File: src/rtl/plic_claim_ctrl.sv
// plic_claim_ctrl: per-source IDLE/PENDING/CLAIMED gateway with registered claim responses.
// Define PLIC_CLAIM_RR_EN for round-robin same-ID claim arbitration (default: lowest target wins).
module plic_claim_ctrl #(
  parameter int SOURCES      = 8,
  parameter int TARGETS      = 2,
  parameter int SOURCES_BITS = 4
) (
  input  logic                                   clk_i,
  input  logic                                   rst_ni,
  input  logic [SOURCES-1:0]                     src_i,
  input  logic [TARGETS-1:0]                     claim_i,
  input  logic [TARGETS-1:0][SOURCES_BITS-1:0]   claim_id_i,
  input  logic [TARGETS-1:0]                     complete_i,
  input  logic [TARGETS-1:0][SOURCES_BITS-1:0]   complete_id_i,
  output logic [SOURCES-1:0]                     pending_o,
  output logic [TARGETS-1:0]                     claim_ack_o,
  output logic [TARGETS-1:0][SOURCES_BITS-1:0]   claim_id_o
);
  typedef enum logic [1:0] {IDLE, PENDING, CLAIMED} state_t;
  state_t st [SOURCES];
  logic [TARGETS-1:0] valid, win;
  logic [SOURCES-1:0] grant, done;
`ifdef PLIC_CLAIM_RR_EN
  localparam int PW = TARGETS > 1 ? $clog2(TARGETS) : 1;
  logic [PW-1:0] ptr, ptr_nxt;
  logic [TARGETS-1:0] conf;
  logic upd;
  function automatic int rank(input int t, input int p);
    return t >= p ? t - p : t + TARGETS - p;
  endfunction
`endif
  // A claim is only valid against a PENDING source; out-of-range IDs never match any source.
  always_comb begin
    valid = '0;
    win = '0;
    grant = '0;
    done = '0;
`ifdef PLIC_CLAIM_RR_EN
    conf = '0;
    ptr_nxt = ptr;
    upd = 1'b0;
`endif
    for (int t = 0; t < TARGETS; t++)
      for (int s = 0; s < SOURCES; s++)
        if (claim_i[t] && int'(claim_id_i[t]) == s + 1 && st[s] == PENDING) valid[t] = 1'b1;
    for (int t = 0; t < TARGETS; t++) begin
      win[t] = valid[t];
      for (int u = 0; u < TARGETS; u++)
        if (u != t && valid[u] && claim_id_i[u] == claim_id_i[t]) begin
`ifdef PLIC_CLAIM_RR_EN
          conf[t] = 1'b1;
          if (rank(u, int'(ptr)) < rank(t, int'(ptr))) win[t] = 1'b0;
`else
          if (u < t) win[t] = 1'b0;
`endif
        end
`ifdef PLIC_CLAIM_RR_EN
      if (win[t] && conf[t] && !upd) begin
        ptr_nxt = PW'((t + 1) % TARGETS);
        upd = 1'b1;
      end
`endif
    end
    for (int t = 0; t < TARGETS; t++)
      for (int s = 0; s < SOURCES; s++) begin
        if (win[t] && int'(claim_id_i[t]) == s + 1) grant[s] = 1'b1;
        if (complete_i[t] && int'(complete_id_i[t]) == s + 1) done[s] = 1'b1;
      end
  end
  always_comb
    for (int s = 0; s < SOURCES; s++) pending_o[s] = st[s] == PENDING;
  always_ff @(posedge clk_i or negedge rst_ni)
    if (!rst_ni) begin
      for (int s = 0; s < SOURCES; s++) st[s] <= IDLE;
      claim_ack_o <= '0;
      claim_id_o <= '0;
`ifdef PLIC_CLAIM_RR_EN
      ptr <= '0;
`endif
    end else begin
      for (int s = 0; s < SOURCES; s++)
        st[s] <= st[s] == IDLE    ? (src_i[s] ? PENDING : IDLE) :
                 st[s] == PENDING ? (grant[s] ? CLAIMED : PENDING) :
                                    (done[s]  ? IDLE    : CLAIMED);
      claim_ack_o <= claim_i;
      for (int t = 0; t < TARGETS; t++)
        if (claim_i[t]) claim_id_o[t] <= win[t] ? claim_id_i[t] : '0;
`ifdef PLIC_CLAIM_RR_EN
      ptr <= ptr_nxt;
`endif
    end
endmodule

File: config.mk
export PLATFORM = sky130hd
export DESIGN_NAME = plic_claim_ctrl
export DESIGN_NICKNAME = d
export VERILOG_FILES = /design/src/rtl/plic_claim_ctrl.sv
export SDC_FILE = /design/constraint.sdc
export NUM_CORES = 1
export LEC_CHECK = 0
export ABC_CLOCK_PERIOD_IN_PS = 4500
export BUFFER_PORTS_ARGS = -buffer_cell sky130_fd_sc_hd__buf_2
export CAP_MARGIN = 20
export CORE_ASPECT_RATIO = 1.1
export CORE_MARGIN = 3
export CORE_UTILIZATION = 50
export DETAILED_ROUTE_END_ITERATION = 16
export PLACE_DENSITY = 0.78
export SLEW_MARGIN = 20
export SYNTH_ARGS = -nofsm -noshare
export SYNTH_HDL_FRONTEND = slang
export SYNTH_SLANG_ARGS = --single-unit
File: constraint.sdc
create_clock -name clk_i -period 4.5 [get_ports clk_i]
set_input_delay 0.225 -clock clk_i [delete_from_list [all_inputs] [get_ports clk_i]]
set_output_delay 0.225 -clock clk_i [all_outputs]
set_load 0.01 [all_outputs]
Yosys cells after proc, flatten, opt, wreduce, memory -nomap -nowiden
Index checks and enable logic that the tools add are counted.

operators by class
  $add $sub $neg = 0
  multiply operators = 0
  div/mod/pow operators = 0
  magnitude comparators = 0
  eq/ne operators = 41
  shifts and indexed selects = 0
  muxes and demuxes = 91
  bitwise logic cells = 0
  reduce and logical (&&, ||, !) cells = 73

operator list
  operator                                                          count
  4-bit == test (second input constant)                             20
  1-bit logical AND                                                 65
  2-bit 2-to-1 mux                                                  32
  1-bit 2-to-1 mux                                                  57
  4-bit by 3-bit == test with 1-bit output (second input constant)  8
  2-bit by 1-bit == test with 1-bit output (second input constant)  8
  4-bit by 2-bit == test with 1-bit output (second input constant)  4
  2-bit zero test                                                   8
  4-bit 2-to-1 mux                                                  2
  4-bit == test                                                     1

storage, ports and cells
  register bits after elaboration = 26
  bits in latches = 0
  memory bits (writable) = 0
  ROM bits = 0
  input port bits = 30
  output and inout bits = 18
  logic and storage cells = 216
  memories = 0

Depth between registers and ports, before layout
Gate-level depths: netlist of the first run.

  depth in word-level cells = 18
  depth in mapped cells = 8
  mapped depth without buffers = 6

Worst setup path before layout of the first run
Ideal clock, no wire load.

  path kind = register to register
  start = reg st[4] (netlist name)
  end = reg st[10] (netlist name)
  library setup time = 122 ps
  data arrival time = 2068 ps
  required time = 4378 ps
  path slack = 2310 ps
  stages on the path, launching flop included = 7
  period minus slack after synthesis = 2190 ps
  path through = dfrtp_1 > and4b_1 > or4_1 > a211oi_2 > o311ai_2 > or3_1 > a32o_1

between the ends
  cells in the longest elaborated chain, start to end = 12

ends and longest elaborated chain
  element                                     RTL line  source
  start, declared                             20        state_t st [SOURCES];
  start signal, assigned by index             82        st[s] <= st[s] == IDLE ? (src_i[s] ? PENDING : IDLE) :
  2-bit by 1-bit == test with 1-bit output *  45        if (claim_i[t] && int'(claim_id_i[t]) == s + 1 && st[s] == PENDING) valid[t] = 1'b1;
  1-bit logical AND                           45
  1-bit 2-to-1 mux (3 in a row)               45
  1-bit logical AND                           49        if (u != t && valid[u] && claim_id_i[u] == claim_id_i[t]) begin
  1-bit 2-to-1 mux                            49
  1-bit logical AND                           66        if (win[t] && int'(claim_id_i[t]) == s + 1) grant[s] = 1'b1;
  1-bit 2-to-1 mux *                          66
  2-bit 2-to-1 mux * (2 in a row)             83        st[s] == PENDING ? (grant[s] ? CLAIMED : PENDING) :
  2-bit 2-to-1 mux *                          82

Mark *: on every way between the ends. The rest lies on a longest branch, timed or not.
A chain may end at the register's enable or synchronous reset.

Final worst setup path of the first run
  start = reg st[15] (netlist name)
  end = reg st[2] (netlist name)

between the ends
  cells in the longest elaborated chain, start to end = 17

ends and longest elaborated chain
  element                                     RTL line
  2-bit by 1-bit == test with 1-bit output *  45
  1-bit logical AND                           45
  1-bit 2-to-1 mux (8 in a row)               45
  1-bit logical AND                           49
  1-bit 2-to-1 mux                            49
  1-bit logical AND                           66
  1-bit 2-to-1 mux *                          66
  2-bit 2-to-1 mux * (2 in a row)             83
  2-bit 2-to-1 mux *                          82

Marked as above.

==> metrics list, run 1 <==
- Worst flop-to-flop path startpoint: st[15]
* Maximum root-to-sink buffer count: 2
* R2r endpoint: st[2]
- The repair_antennas step left the layout with diodes totalling 0.
* Clock latency reported for the late side of the worst-skew pair: 0.31 ns
* H-tree level count: 1
- GR Util All Layers: 0.2117
* Number of max-slew violations in the final report: 0
* Buffer cell driving the clock tree root: sky130_fd_sc_hd__clkbuf_4
* Final Cycle Share: 0.5957
* Count of cell types in the netlist: 48
* Number of placement rows: 21
- Leading cell types by count after synthesis: sky130_fd_sc_hd__dfrtp_1, sky130_fd_sc_hd__inv_1, sky130_fd_sc_hd__nand2_1, sky130_fd_sc_hd__nor2_1, sky130_fd_sc_hd__nand3b_1
* Top-count cell post-synth: sky130_fd_sc_hd__dfrtp_1
* Total design power: 838.6 µW
- Cell area after layout: 0.001921 mm²
- The initial antenna violation count is 0.
* Async set-reset flop share out of synthesis: 1.000
- Clock tree from TritonCTS: done
- Post-synthesis instance total: 180
- The Yosys step of the flow raised 0 warnings.
- Overflow left after global routing: 0
* Drt first pass iters: 4
- Of the total power, the share spent switching nets is 0.3845.
- The die is 66.07 µm tall.
* Main area contributors after synthesis: sky130_fd_sc_hd__dfrtp_1, sky130_fd_sc_hd__nand3b_1, sky130_fd_sc_hd__inv_1
- Library cell occupying the most area in the post-synthesis netlist: sky130_fd_sc_hd__dfrtp_1
- Overall die area: 0.004005 mm²
- Worst endpoint data arrival time: 2.89 ns
* Required time worst endpoint: 4.71 ns
* Final Hold Slack: 0.07926 ns
- In this run the most critical hold path is launched from claim_i[1].
- Final weighted congestion in routability-driven placement: 0.8732
- The worst setup path is captured at a register.
* Sequential share of the synthesized area: 0.3966
* Synthesis-to-finish area growth: 17.09%
- Hold-fix buffer count after cts: 1
* Highest Clock Rate: 373.0 MHz
* Switching pwr: 322.4 µW
- Register-to-register setup slack: 1.82 ns
- The worst register-to-register path has a depth of 6.
* Fin nets: 257
- Measured along the x axis, the die boundary spans 60.61 µm.
- Setup repair after global routing left no endpoint under its margin.
- After synthesis the cells add up to 0.001640 mm².
- The initial utilization of the core area, before any placement, comes to 0.5291.
* Detail Route Antenna Nets: 0
* Count of routing violations after the opening detailed-route iteration: 52
- Crit Path Class: reg2reg
* Vias in the first global route: 1468
- Clock-pin slew was measured on the worst setup and hold paths at 0.13 ns.
- The synthesized design contains 0 enable-type register cells.
- The internal portion of the total power is 516.2 µW.
- For the final routed database, the setup TNS stands at 0 ns.
- Register share of total power: 0.463
- Among all flip-flop cells after synthesis, the most frequent one is sky130_fd_sc_hd__dfrtp_1.
- The number of nets in the synthesized netlist is 210.
- Transition time at the pin with the least slew margin: 0.9679 ns
* Peak supply drop: 0.2052 mV
- Count of buffers added by post-CTS timing repair for setup: 0
- Hold path depth: 1
- After detailed routing, the number of vias per cell comes to 5.931.
- In the final layout, the share of cells above drive strength 1 is 0.2844.
* Remaining DRCs: 0
* First-pass GRT wire length: 6.603 mm
- In this run the count of I/O pins placed on the die edge is 48.
- Post-detailed-route wirelength per cell: 15.34 µm
- The final hold violation count came to 0.
* Static leakage power: 0.8885 nW
- Fraction of power consumed by combinational cells: 0.422
* Nature of the critical path startpoint: register
- For this block, the routed nets add up to 3.973 mm of wire.
- Share of power burned in the clock network: 0.116
- # port buffers: 47
* CTS sink cnt: 26
* Peak fanout along the critical path: 12
- Area of placed instances: 0.001888 mm²
- Count of cells resized by post-cts repair: 0
- Of the post-synthesis cell area, the dominant cell type holds 0.3966.
- For the finished layout, the period the worst path requires is 2.681 ns.
- Maximum number of pins on one net before global-route repair: 27
- MaxCap Viol Count: 0
- After floorplanning, the core was sized to cover 0.003100 mm².
* Total vias in the final route: 1536
- Run status: completed
- Endpoints failing setup: 0
* WHS Endpoint: claim_ack_o[1]
* Min-delay worst type: in2reg
- Dividing total power by cell area gives a power density of 436.6 mW/mm².
- Headroom to the max-slew limit came out at 0.3537.
- Detailed placement ended at an HPWL of 3.154 mm.
- Post-Route Skew: 0.003759 ns
- After synthesis, the mean cell area works out to 9.113 µm².
- Number of buffers created by CTS: 3
- After synthesis the netlist holds a flip-flop and latch count of 26.
-- how the worst max path moves through the flow --
stage	from	to	slack, ns	cells after the start
floorplan	st[4]	st[10]	2.31	6
global placement	st[4]	st[10]	1.90	6
detailed placement	claim_id_i[1]	st[2]	1.84	7
CTS	st[15]	st[2]	1.80	6
global route	st[15]	st[2]	1.59	6
finish	st[15]	st[2]	1.82	6
-- cells by family after synthesis --
kind of cell,synth area share
DFF,0.3966
buffers and inverters,0.05949
xor gates and xnor gates,0.02136
AOI/OAI and AO/OA,0.2075
and+or+nand+nor,0.3150
-- cell type report --
cell class | instances | area (µm²)
sequential | 26 | 650.6
tap | 34 | 42.54
fill | 288 | 1180
clock buffer | 3 | 22.52
multi-input combinational | 130 | 892.1
timing repair buffer | 48 | 245.2
inverter | 18 | 67.56
-- state kept, by name (all words and copies together), names as in the netlist --
name,cells
st,16
claim_ack_o,2
claim_id_o,8
-- critical path, stage by stage, from the launching register on --
cell and delay [ns]:
sky130_fd_sc_hd__dfrtp_1 0.44, sky130_fd_sc_hd__or4b_1 0.53, sky130_fd_sc_hd__a31oi_1 0.22, sky130_fd_sc_hd__a211oi_2 0.13, sky130_fd_sc_hd__o311ai_2 0.81, sky130_fd_sc_hd__nor4_1 0.14, sky130_fd_sc_hd__a2111oi_0 0.30
-- cell usage in the layout, fill, tap and decap left out, types with 2 or more instances in the layout --
cell type                   n
sky130_fd_sc_hd__xnor2_1    4
sky130_fd_sc_hd__o311ai_0   2
sky130_fd_sc_hd__nand3b_1  10
sky130_fd_sc_hd__nand4_1    2
sky130_fd_sc_hd__nor4bb_1   3
sky130_fd_sc_hd__nor2_1    12
sky130_fd_sc_hd__a31oi_1    6
sky130_fd_sc_hd__o21ai_1    2
sky130_fd_sc_hd__o22ai_1    7
sky130_fd_sc_hd__nand2_1   12
sky130_fd_sc_hd__inv_1     18
sky130_fd_sc_hd__nor3b_1    5
sky130_fd_sc_hd__a21oi_1    9
sky130_fd_sc_hd__nand3_1    4
sky130_fd_sc_hd__nor4_1     2
sky130_fd_sc_hd__buf_2     47
sky130_fd_sc_hd__dfrtp_1   26
sky130_fd_sc_hd__nor2b_1    5
sky130_fd_sc_hd__a21o_1     2
sky130_fd_sc_hd__o21ai_0    2
sky130_fd_sc_hd__or4b_2     2
sky130_fd_sc_hd__a211o_1    2
sky130_fd_sc_hd__or3b_2     7
sky130_fd_sc_hd__or4_1      2
sky130_fd_sc_hd__o31a_1     2
sky130_fd_sc_hd__clkbuf_4   3
sky130_fd_sc_hd__nand2b_1   6
-- layer usage --
layer / global-route usage / share of wire / vias up
met5: 0 / 0 / -
met4: 0.04336 / 0.0086 / 0
met3: 0.03125 / 0.072 / 5
met2: 0.3543 / 0.47 / 66
met1: 0.2862 / 0.45 / 705
li1: - / - / 760
-- power groups by stage --
stage               clock [mW]  sequential, mW  combinational [mW]
finish                  0.0970           0.388               0.354
global route             0.106           0.404               0.395
CTS                     0.0995           0.386               0.356
detailed placement           0           0.391               0.354
global placement             0           0.391               0.348
floorplan                    0           0.372               0.250
-- stage by stage --
step | setup WS [ns] | std cells | util
6_report | 1.819 | 259 | 0.6195
5_1_grt | 1.587 | 259 | 0.6195
4_1_cts | 1.797 | 259 | 0.6195
3_5_place_dp | 1.836 | 255 | 0.6090
3_3_place_gp | 1.901 | 255 | 0.6090
2_1_floorplan | 2.310 | 180 | -
Power figures use the tool's default switching activity.
==> run 2, diff against run 1 <==
- ABC_AREA: default -> 1
- ABC_CLOCK_PERIOD_IN_PS: 4500 -> 2400
- CORE_UTILIZATION: 50 -> 47
- PLACE_DENSITY: 0.78 -> 0.76
- clock period: 4.5 -> 2.4 ns (I/O delays scaled with it)
==> run 2 against run 1 <==
Global-route usage down 0.060 points. Clock-buffer cell count up 1. Critical path depth up 2. Largest cell class unchanged. Highest routed layer unchanged.
==> metrics list, run 2 <==
* Worst endpoint data arrival time: 1.94 ns (-0.95 ns)
* Post-route setup slack: 0.6979 ns (-1.121 ns)
* Top register by number of flip-flops: st
- Broken down by cell family, the worst path's largest delay share belongs to simple AND/OR/NAND/NOR gates.
* Area share of the largest cell type after synthesis: 0.3807 (-0.01597)
* MaxCap Viol Count: 0 (unchanged)
- The cell leakage power was 1.200 nW (+35%).
* Multi-input gate area in the final layout: 855.8 µm² (-4.1%)
- Reg area: 650.6 µm² (unchanged)
- The setup path with the least slack is of type reg2reg.
* # port buffers: 47 (unchanged)
- The final hold violation count is 0 (unchanged).
* Post-Route Skew: 0.005366 ns (+0.001607 ns)
- Compared with the post-synthesis result, the final layout area differs by 25.04%.
* Fraction of final layout cells with drive strength greater than 1: 0.2087 (-0.07572)
- The vertical extent of the die is 69.25 µm (+4.8%).
* Ant diodes: 0 (unchanged)
* WHS Endpoint: claim_ack_o[0]
* Dominant combinational cell family by area after synthesis: simple AND/OR/NAND/NOR gates
* Detail Route Antenna Nets: 0 (unchanged)
* Maximum root-to-sink buffer count: 2 (unchanged)
- The root buffer cell chosen for the clock tree is sky130_fd_sc_hd__clkbuf_4.
- Sequential share of the synthesized area: 0.3807 (-0.01597)
* Number of flip-flops in the largest register: 16 (unchanged)
- Kind of end point of the critical path: register
- Die outline width: 63.50 µm (+4.8%)
- Clock-pin slew on the worst setup and hold paths: 0.15 ns (+0.02 ns)
- The worst hold path begins at claim_i[0].
- Total vias in the final route: 1839 (+20%)
- Count of cells resized by post-cts repair: 0 (unchanged)
- The synthesis-stage register bit count came to 26 (unchanged).
* Dpl ws: 0.7074 ns (-1.129 ns)
- The commonest cells after synthesis are sky130_fd_sc_hd__nand2_1, sky130_fd_sc_hd__inv_1, sky130_fd_sc_hd__nor2_1.
* Count of routing violations after the opening detailed-route iteration: 150 (+190%)
- Vias in the first global route: 1713 (+17%)
- Levels on crit path: 8 (+2)
- The worst register-to-register path begins at st[1].
- The cell that appears most often on the critical path is sky130_fd_sc_hd__nand2_1.
- The largest net degree at the start of global routing is 27 (unchanged).
- The data required time of the critical path came to 2.64 ns (-2.07 ns).
- The async set or reset register ratio after synthesis came to 1.000 (unchanged).
* DP Wirelength: 3.484 mm (+10%)
- The number of pins exceeding their max-slew limit in the final report is 0 (unchanged).
- In the post-synthesis netlist, the biggest area contributors are sky130_fd_sc_hd__dfrtp_1, sky130_fd_sc_hd__nand2_1, sky130_fd_sc_hd__inv_1.
- The minimum clock period came to 1.702 ns (-0.9786 ns).
- Commonest cells after routing, fill and taps aside: sky130_fd_sc_hd__nand2_1, sky130_fd_sc_hd__inv_1, sky130_fd_sc_hd__buf_2
- The multiplexer share of the synthesized area came to 0 (unchanged).
- The worst-case reg-to-reg path depth came to 8 (+2).
- The count of fill cells added during filler insertion was 346 (+20%).
- The post-synthesis instance area is 0.001709 mm² (+4.2%).
* Post-DR vias/cell: 4.984 (-16%)
* Total design power: 1.713 mW (+100%)
- Highest Clock Rate: 587.5 MHz (+57%)
* Number of buffers created by CTS: 3 (unchanged)
- The top-level I/O count came to 48 (unchanged).
- Min-delay worst type: in2reg
- Most common library cell in the layout ignoring fill and taps: sky130_fd_sc_hd__nand2_1
- The clock latency reported for the late side of the worst-skew pair came to 0.33 ns (+0.02 ns).
* Unrepaired setup endpoints after global routing: no
* Hold path depth: 1 (unchanged)
* Synthesized Nets: 291 (+39%)
- Endpoints failing setup: 0 (unchanged)
- Count of buffers added by post-CTS timing repair for setup: 0 (unchanged)
* Peak supply drop: 0.4758 mV (+130%)
- Post-detailed-route wirelength per cell: 12.06 µm (-21%)
- The setup TNS after final layout was 0 ns (unchanged).
- The area share of and/or/nand/nor cells after synthesis is 0.3851 (+0.07004).
- The synthesized-area fraction occupied by ao, oa, aoi and oai cells was 0.1054 (-0.1021).
- Largest registers ranked by flip-flop count: st x16, claim_id_o x8, claim_ack_o x2
* Xor/xnor share of the synthesized area: 0.01025 (-0.01111)
* Final Cycle Share: 0.7092 (+0.1135)
* CTS sink cnt: 26 (unchanged)
- The effective utilization at floorplan came to 0.5007 (-0.02832).
- Overall die area: 0.004397 mm² (+9.8%)
- Top-count cell post-synth: sky130_fd_sc_hd__nand2_1
- The final routed wirelength across all metal layers was 4.450 mm (+12%).
- The worst stage delay on the critical path is 0.42 ns (-0.39 ns).
- Power per standard cell area: 801.8 mW/mm² (+84%)
- Number of placement rows: 22 (+4.8%)
* Number of enable-type register cells in the synthesized netlist: 0 (unchanged)
- The slack of the worst reg-to-reg path was 0.70 ns (-1.12 ns).
- The adder-cell area share of the yosys netlist was 0 (unchanged).
- For this design, the slowest cell found on the critical path is sky130_fd_sc_hd__dfrtp_1.
- First-pass GRT wire length: 7.541 mm (+14%)
* Standard cell core area: 0.003413 mm² (+10%)
- Nature of the critical path startpoint: register
- Number of antenna violations at the first check in global routing: 0 (unchanged)
* Overflow left after global routing: 0 (unchanged)
- Count of buffer and inverter cells on the critical path: 0 (unchanged)
- The number of remaining DRC errors is 0 (unchanged).
* Hold-fix buffer count after cts: 10 (+9)
- Cell-by-cell trace of the critical path: nor2_1 -> nand3_1 -> nand2_1 -> nor2_1 -> a21boi_4 -> nand3_1 -> nand2_1 -> nand2_1
* Fin nets: 352 (+37%)
* Final weighted congestion in routability-driven placement: 0.8948 (+2.5%)
- Run status: completed
* Average footprint of a synthesized cell: 6.548 µm² (-28%)
- GR Util All Layers: 0.2111 (-0.0005994)
* Predominant post-synthesis flop cell: sky130_fd_sc_hd__dfrtp_1
- Drt first pass iters: 4 (unchanged)
* Relative slew slack: 0.6091 (+0.2554)
- Peak fanout along the critical path: 9 (-3)
- The biggest area contributor in the post-synthesis netlist is sky130_fd_sc_hd__dfrtp_1.
- The pin slew with the least headroom to its limit came to 0.5864 ns (-0.3815 ns).
* H-tree level count: 1 (unchanged)
- The worst register-to-register path ends at st[6].
- The count of warnings emitted by yosys came to 0 (unchanged).
- The distinct cell type count of the synthesized netlist came to 20 (-58%).
- Post-synthesis instance total: 261 (+45%)
- Clock tree from TritonCTS: done
==> run 2: metrics by stage <==
step / utilization / area, µm² / std cells / hold slack, ns
2_1_floorplan: - / 1709 / 261 / -0.1756
3_3_place_gp: 0.5861 / 2001 / 355 / 0.1592
3_5_place_dp: 0.5861 / 2001 / 355 / 0.1560
4_1_cts: 0.6261 / 2137 / 369 / 0.02886
5_1_grt: 0.6261 / 2137 / 369 / 0.02953
6_report: 0.6261 / 2137 / 369 / 0.04016
==> run 2: worst reg2reg max path, stage by stage, from the launching register on <==
cell	delay, ns
sky130_fd_sc_hd__dfrtp_1	0.42
sky130_fd_sc_hd__nor2_1	0.34
sky130_fd_sc_hd__nand3_1	0.14
sky130_fd_sc_hd__nand2_1	0.10
sky130_fd_sc_hd__nor2_1	0.06
sky130_fd_sc_hd__a21boi_4	0.24
sky130_fd_sc_hd__nand3_1	0.17
sky130_fd_sc_hd__nand2_1	0.09
sky130_fd_sc_hd__nand2_1	0.05
==> run 2: worst max path at each step <==
stage / startpoint / slack (ns) / end
floorplan: st[11] / 0.90 / st[0]
global placement: st[1] / 0.69 / st[6]
detailed placement: st[1] / 0.71 / st[6]
CTS: st[1] / 0.68 / st[6]
global route: st[1] / 0.51 / st[6]
finish: st[1] / 0.70 / st[6]
==> run 2: metal layers <==
layer	global-route usage	share of wire	vias up
met2	0.3364	0.46	77
li1	-	-	943
met4	0.06954	0.020	0
met1	0.2945	0.45	810
met3	0.02917	0.065	9
met5	0	0	-
==> run 2: area by class of cell <==
cell class / count / share of cell area
inverter: 53 / 0.09309
sequential: 26 / 0.3044
tap: 48 / 0.02810
timing repair buffer: 57 / 0.1569
clock buffer: 4 / 0.01698
multi-input combinational: 181 / 0.4005
==> run 2: logic make-up (layout without fill, tap and decap cells) <==
family                 after synthesis  in the layout
AND/OR/NAND/NOR                    154            154
buffers and inverters               54            114
flip-flops                          26             26
AO/OA/AOI/OAI                       25             25
XOR/XNOR                             2              2
==> run 2: power by group <==
part / switching, mW / leakage, nW / internal (mW)
clock: 0.138 / 0.0210 / 0.0929
combinational: 0.465 / 0.850 / 0.336
sequential: 0.0898 / 0.329 / 0.592
==> run 3, diff against run 2 <==
- ABC_CLOCK_PERIOD_IN_PS: 2400 -> 1600
- CORE_UTILIZATION: 47 -> 50
- PLACE_DENSITY: 0.76 -> 0.77
- clock period: 2.4 -> 1.6 ns (I/O delays scaled with it)
==> run 3 against run 2 <==
Register-to-register slack worse by 0.66 ns. Die area is 5.5% lower. Sequential share of layout area is 1.8 points lower. Via count is 5.2% higher. Final cell count is 0.54% lower. Global-route usage is 2.3 points higher. Highest routed layer unchanged.
==> metrics list, run 3 (synthesized netlist as in run 2, its figures left out) <==
- The number of global-route vias before repair came to 1662 (-3.0%).
* Total vias in the final route: 1934 (+5.2%)
- The effective utilization at floorplan is 0.5421 (+0.04133).
- MaxCap Viol Count: 0 (unchanged)
* Relative slew slack: 0.6080 (-0.001063)
* CTS sink cnt: 26 (unchanged)
- The number of remaining DRC errors was 0 (unchanged).
* DP Wirelength: 3.553 mm (+2.0%)
- The worst hold path belongs to the class in2reg.
- Most common cell type on the critical path: sky130_fd_sc_hd__nand2_1
* Endpoints failing setup: 0 (unchanged)
- Overflow left after global routing: 0 (unchanged)
* Buffer cell driving the clock tree root: sky130_fd_sc_hd__clkbuf_4
* Detail Route Antenna Nets: 0 (unchanged)
- Maximum number of pins on one net before global-route repair: 27 (unchanged)
- On the critical path, the stage with the largest delay is an instance of sky130_fd_sc_hd__dfrtp_1.
- The area used by multi-input combinational logic came to 920.9 µm² (+7.6%).
* Power per standard cell area: 1265 mW/mm² (+58%)
* Count of buffer and inverter cells on the critical path: 0 (unchanged)
- The flow ran to the end, and the final reports show no timing, DRC or antenna violations.
- In the layout the commonest cells are sky130_fd_sc_hd__nand2_1, sky130_fd_sc_hd__inv_1, sky130_fd_sc_hd__buf_2.
* Total design power: 2.871 mW (+68%)
- Synthesis-to-finish area growth: 32.80%
* # IOs: 48 (unchanged)
- The post-CTS clock slew at the launch and capture registers of the worst setup and hold paths was 0.15 ns (about the same).
* Maximum single-stage delay on the critical path: 0.45 ns (+0.03 ns)
* Number of antenna violations at the first check in global routing: 0 (unchanged)
- GR Util All Layers: 0.2341 (+0.02303)
* Reg area: 650.6 µm² (unchanged)
* Number of filler cells placed in the layout: 273 (-21%)
- The pin slew with the least headroom to its limit is 0.5880 ns (+0.001595 ns).
* Area of placed instances: 0.002051 mm² (+2.5%)
- Register-to-register setup slack: 0.04 ns (-0.66 ns)
* Highest Clock Rate: 642.0 MHz (+9.3%)
* Number of instances in the placed design: 350 (-1.4%)
* Top register by number of flip-flops: st
- The number of diodes came to 0 (unchanged).
- Clock tree from TritonCTS: done
* Overall die area: 0.004157 mm² (-5.5%)
- The number of non-filler instances in the completed layout was 367 (-0.54%).
* Standard cell core area: 0.003153 mm² (-7.6%)
* Aggregate routed wire length: 4.693 mm (+5.5%)
- The fraction of the cycle the final worst path needs is 0.9735 (+0.2643).
- The proportion of layout cells with a drive suffix above 1 came to 0.2673 (+0.05854).
- Leaving out fill and tap cells, the most frequent cell in the layout is sky130_fd_sc_hd__nand2_1.
- The endpoint arrival time on the critical path was 1.79 ns (-0.15 ns).
* Kind of end point of the critical path: register
- Broken down by cell family, the worst path's largest delay share belongs to simple AND/OR/NAND/NOR gates.
- Final period demand of the worst path: 1.558 ns (-0.1445 ns)
- The clock skew came to 0.01092 ns (+0.005556 ns).
- Die outline width: 61.75 µm (-2.8%)
* Vertical extent of the die: 67.32 µm (-2.8%)
- The met2 track demand over resource in global routing came to 0.3822 (+0.04577).
- Final standard cell utilization of the core: 0.7198 (+0.09374)
- Peak supply drop: 0.7604 mV (+60%)
- Number of placement rows: 21 (-4.5%)
- The summed area of non-filler cells in the final layout came to 0.002270 mm² (+6.2%).
- Crit Path Class: reg2reg
* M1 GR Usage: 0.3133 (+0.01884)
* GR peak layer: met2
- Post-detailed-route wirelength per cell: 12.79 µm (+6.0%)
* Maximum root-to-sink buffer count: 2 (unchanged)
- The critical path goes through nor2_2 -> nand3_1 -> nand2_1 -> nor2_1 -> a21boi_4 -> nand3_1 -> nand2_1 -> nand2_1.
* Final weighted congestion in routability-driven placement: 0.8685 (-2.9%)
- The fraction of met3 tracks used by global routing came to 0.04780 (+0.01863).
- Number of buffers created by CTS: 3 (unchanged)
* Number of max-slew violations in the final report: 0 (unchanged)
- Clock latency reported for the late side of the worst-skew pair: 0.33 ns (about the same)
- The deepest level of the CTS H-tree is 1 (unchanged).
- Count of routing violations after the opening detailed-route iteration: 144 (-4.0%)
* Required time worst endpoint: 1.83 ns (-0.81 ns)
* Drt first pass iters: 5 (+1)
- The final hold violation count was 0 (unchanged).
- First-pass GRT wire length: 7.369 mm (-2.3%)
- The average vias per placed instance is 5.270 (+5.7%).
- In the final layout, the registers with the most flip-flops are st x16, claim_id_o x8, claim_ack_o x2.
- Number of flip-flops in the largest register: 16 (unchanged)
- Peak fanout along the critical path: 5 (-4)
- The worst setup path is launched from a register.
- The cell leakage power was 1.260 nW (+5.0%).
- Fin nets: 364 (+3.4%)
- The number of I/O port buffers was 47 (unchanged).
==> run 3: cell count changes in the layout (fill, tap and decap cells not counted), moves of 3 or more <==
| cell | previous run | this run |
|---|---|---|
| sky130_fd_sc_hd__nor2_4 | 1 | 4 |
| sky130_fd_sc_hd__nor2_2 | 1 | 6 |
| sky130_fd_sc_hd__buf_4 | 0 | 10 |
| sky130_fd_sc_hd__nor2_1 | 39 | 31 |
==> run 3: per-layer routing <==
metal / wire (µm) / part of all wire
met5: 0 / 0
met1: 2019 / 0.43
met4: 78 / 0.017
met2: 2288 / 0.49
met3: 306 / 0.065
==> run 3: timing repair <==
item / CTS / global route
hold endpoints to repair: 35 / 1
hold buffers: 10 / 1
gates resized for setup: 4 / 11
pin swaps: 1 / 2
endpoints found under the setup margin: 20 / 20
setup buffers: 0 / 1
gates cloned: 1 / 0
==> run 3: cell type report <==
class / instances / area share
clock buffer: 4 / 0.01599
inverter: 53 / 0.08765
multi-input combinational: 182 / 0.4057
sequential: 26 / 0.2867
tap: 34 / 0.01874
timing repair buffer: 68 / 0.1852
==> run 3: path summary, 6_finish.rpt <==
path,depth (start not counted),from,endpoint
worst max-delay path,8,st[7],st[8]
worst min-delay path,3,claim_id_i[6],claim_id_o[6]
worst max register to register,8,st[7],st[8]
worst min register to register,3,st[0],st[0]
max in group asynchronous,2,rst_ni,st[2]
min in group asynchronous,2,rst_ni,st[15]
==> run 3: worst register-to-register path, stage by stage, from the launching register on <==
cell and delay [ns]:
sky130_fd_sc_hd__dfrtp_1 0.45, sky130_fd_sc_hd__nor2_2 0.19, sky130_fd_sc_hd__nand3_1 0.10, sky130_fd_sc_hd__nand2_1 0.08
sky130_fd_sc_hd__nor2_1 0.08, sky130_fd_sc_hd__a21boi_4 0.24, sky130_fd_sc_hd__nand3_1 0.16, sky130_fd_sc_hd__nand2_1 0.10
sky130_fd_sc_hd__nand2_1 0.05
==> run 3: stage by stage <==
step / setup WS (ns) / setup TNS (ns) / hold slack (ns)
6_report: 0.04236 / 0 / 0.06802
4_1_cts: 0.03409 / 0 / 0.001570
5_1_grt: -0.01560 / -0.05141 / 0.05714
3_3_place_gp: -0.02630 / -0.06713 / 0.1043
3_5_place_dp: -0.05691 / -0.4321 / 0.1149
2_1_floorplan: 0.1022 / 0 / -0.2156
==> run 3: power by group <==
part / total (mW) / leakage, nW / internal (mW) / switching, mW
registers: 1.06 / 0.329 / 0.888 / 0.168
clock network: 0.342 / 0.0210 / 0.139 / 0.203
logic: 1.47 / 0.910 / 0.674 / 0.799
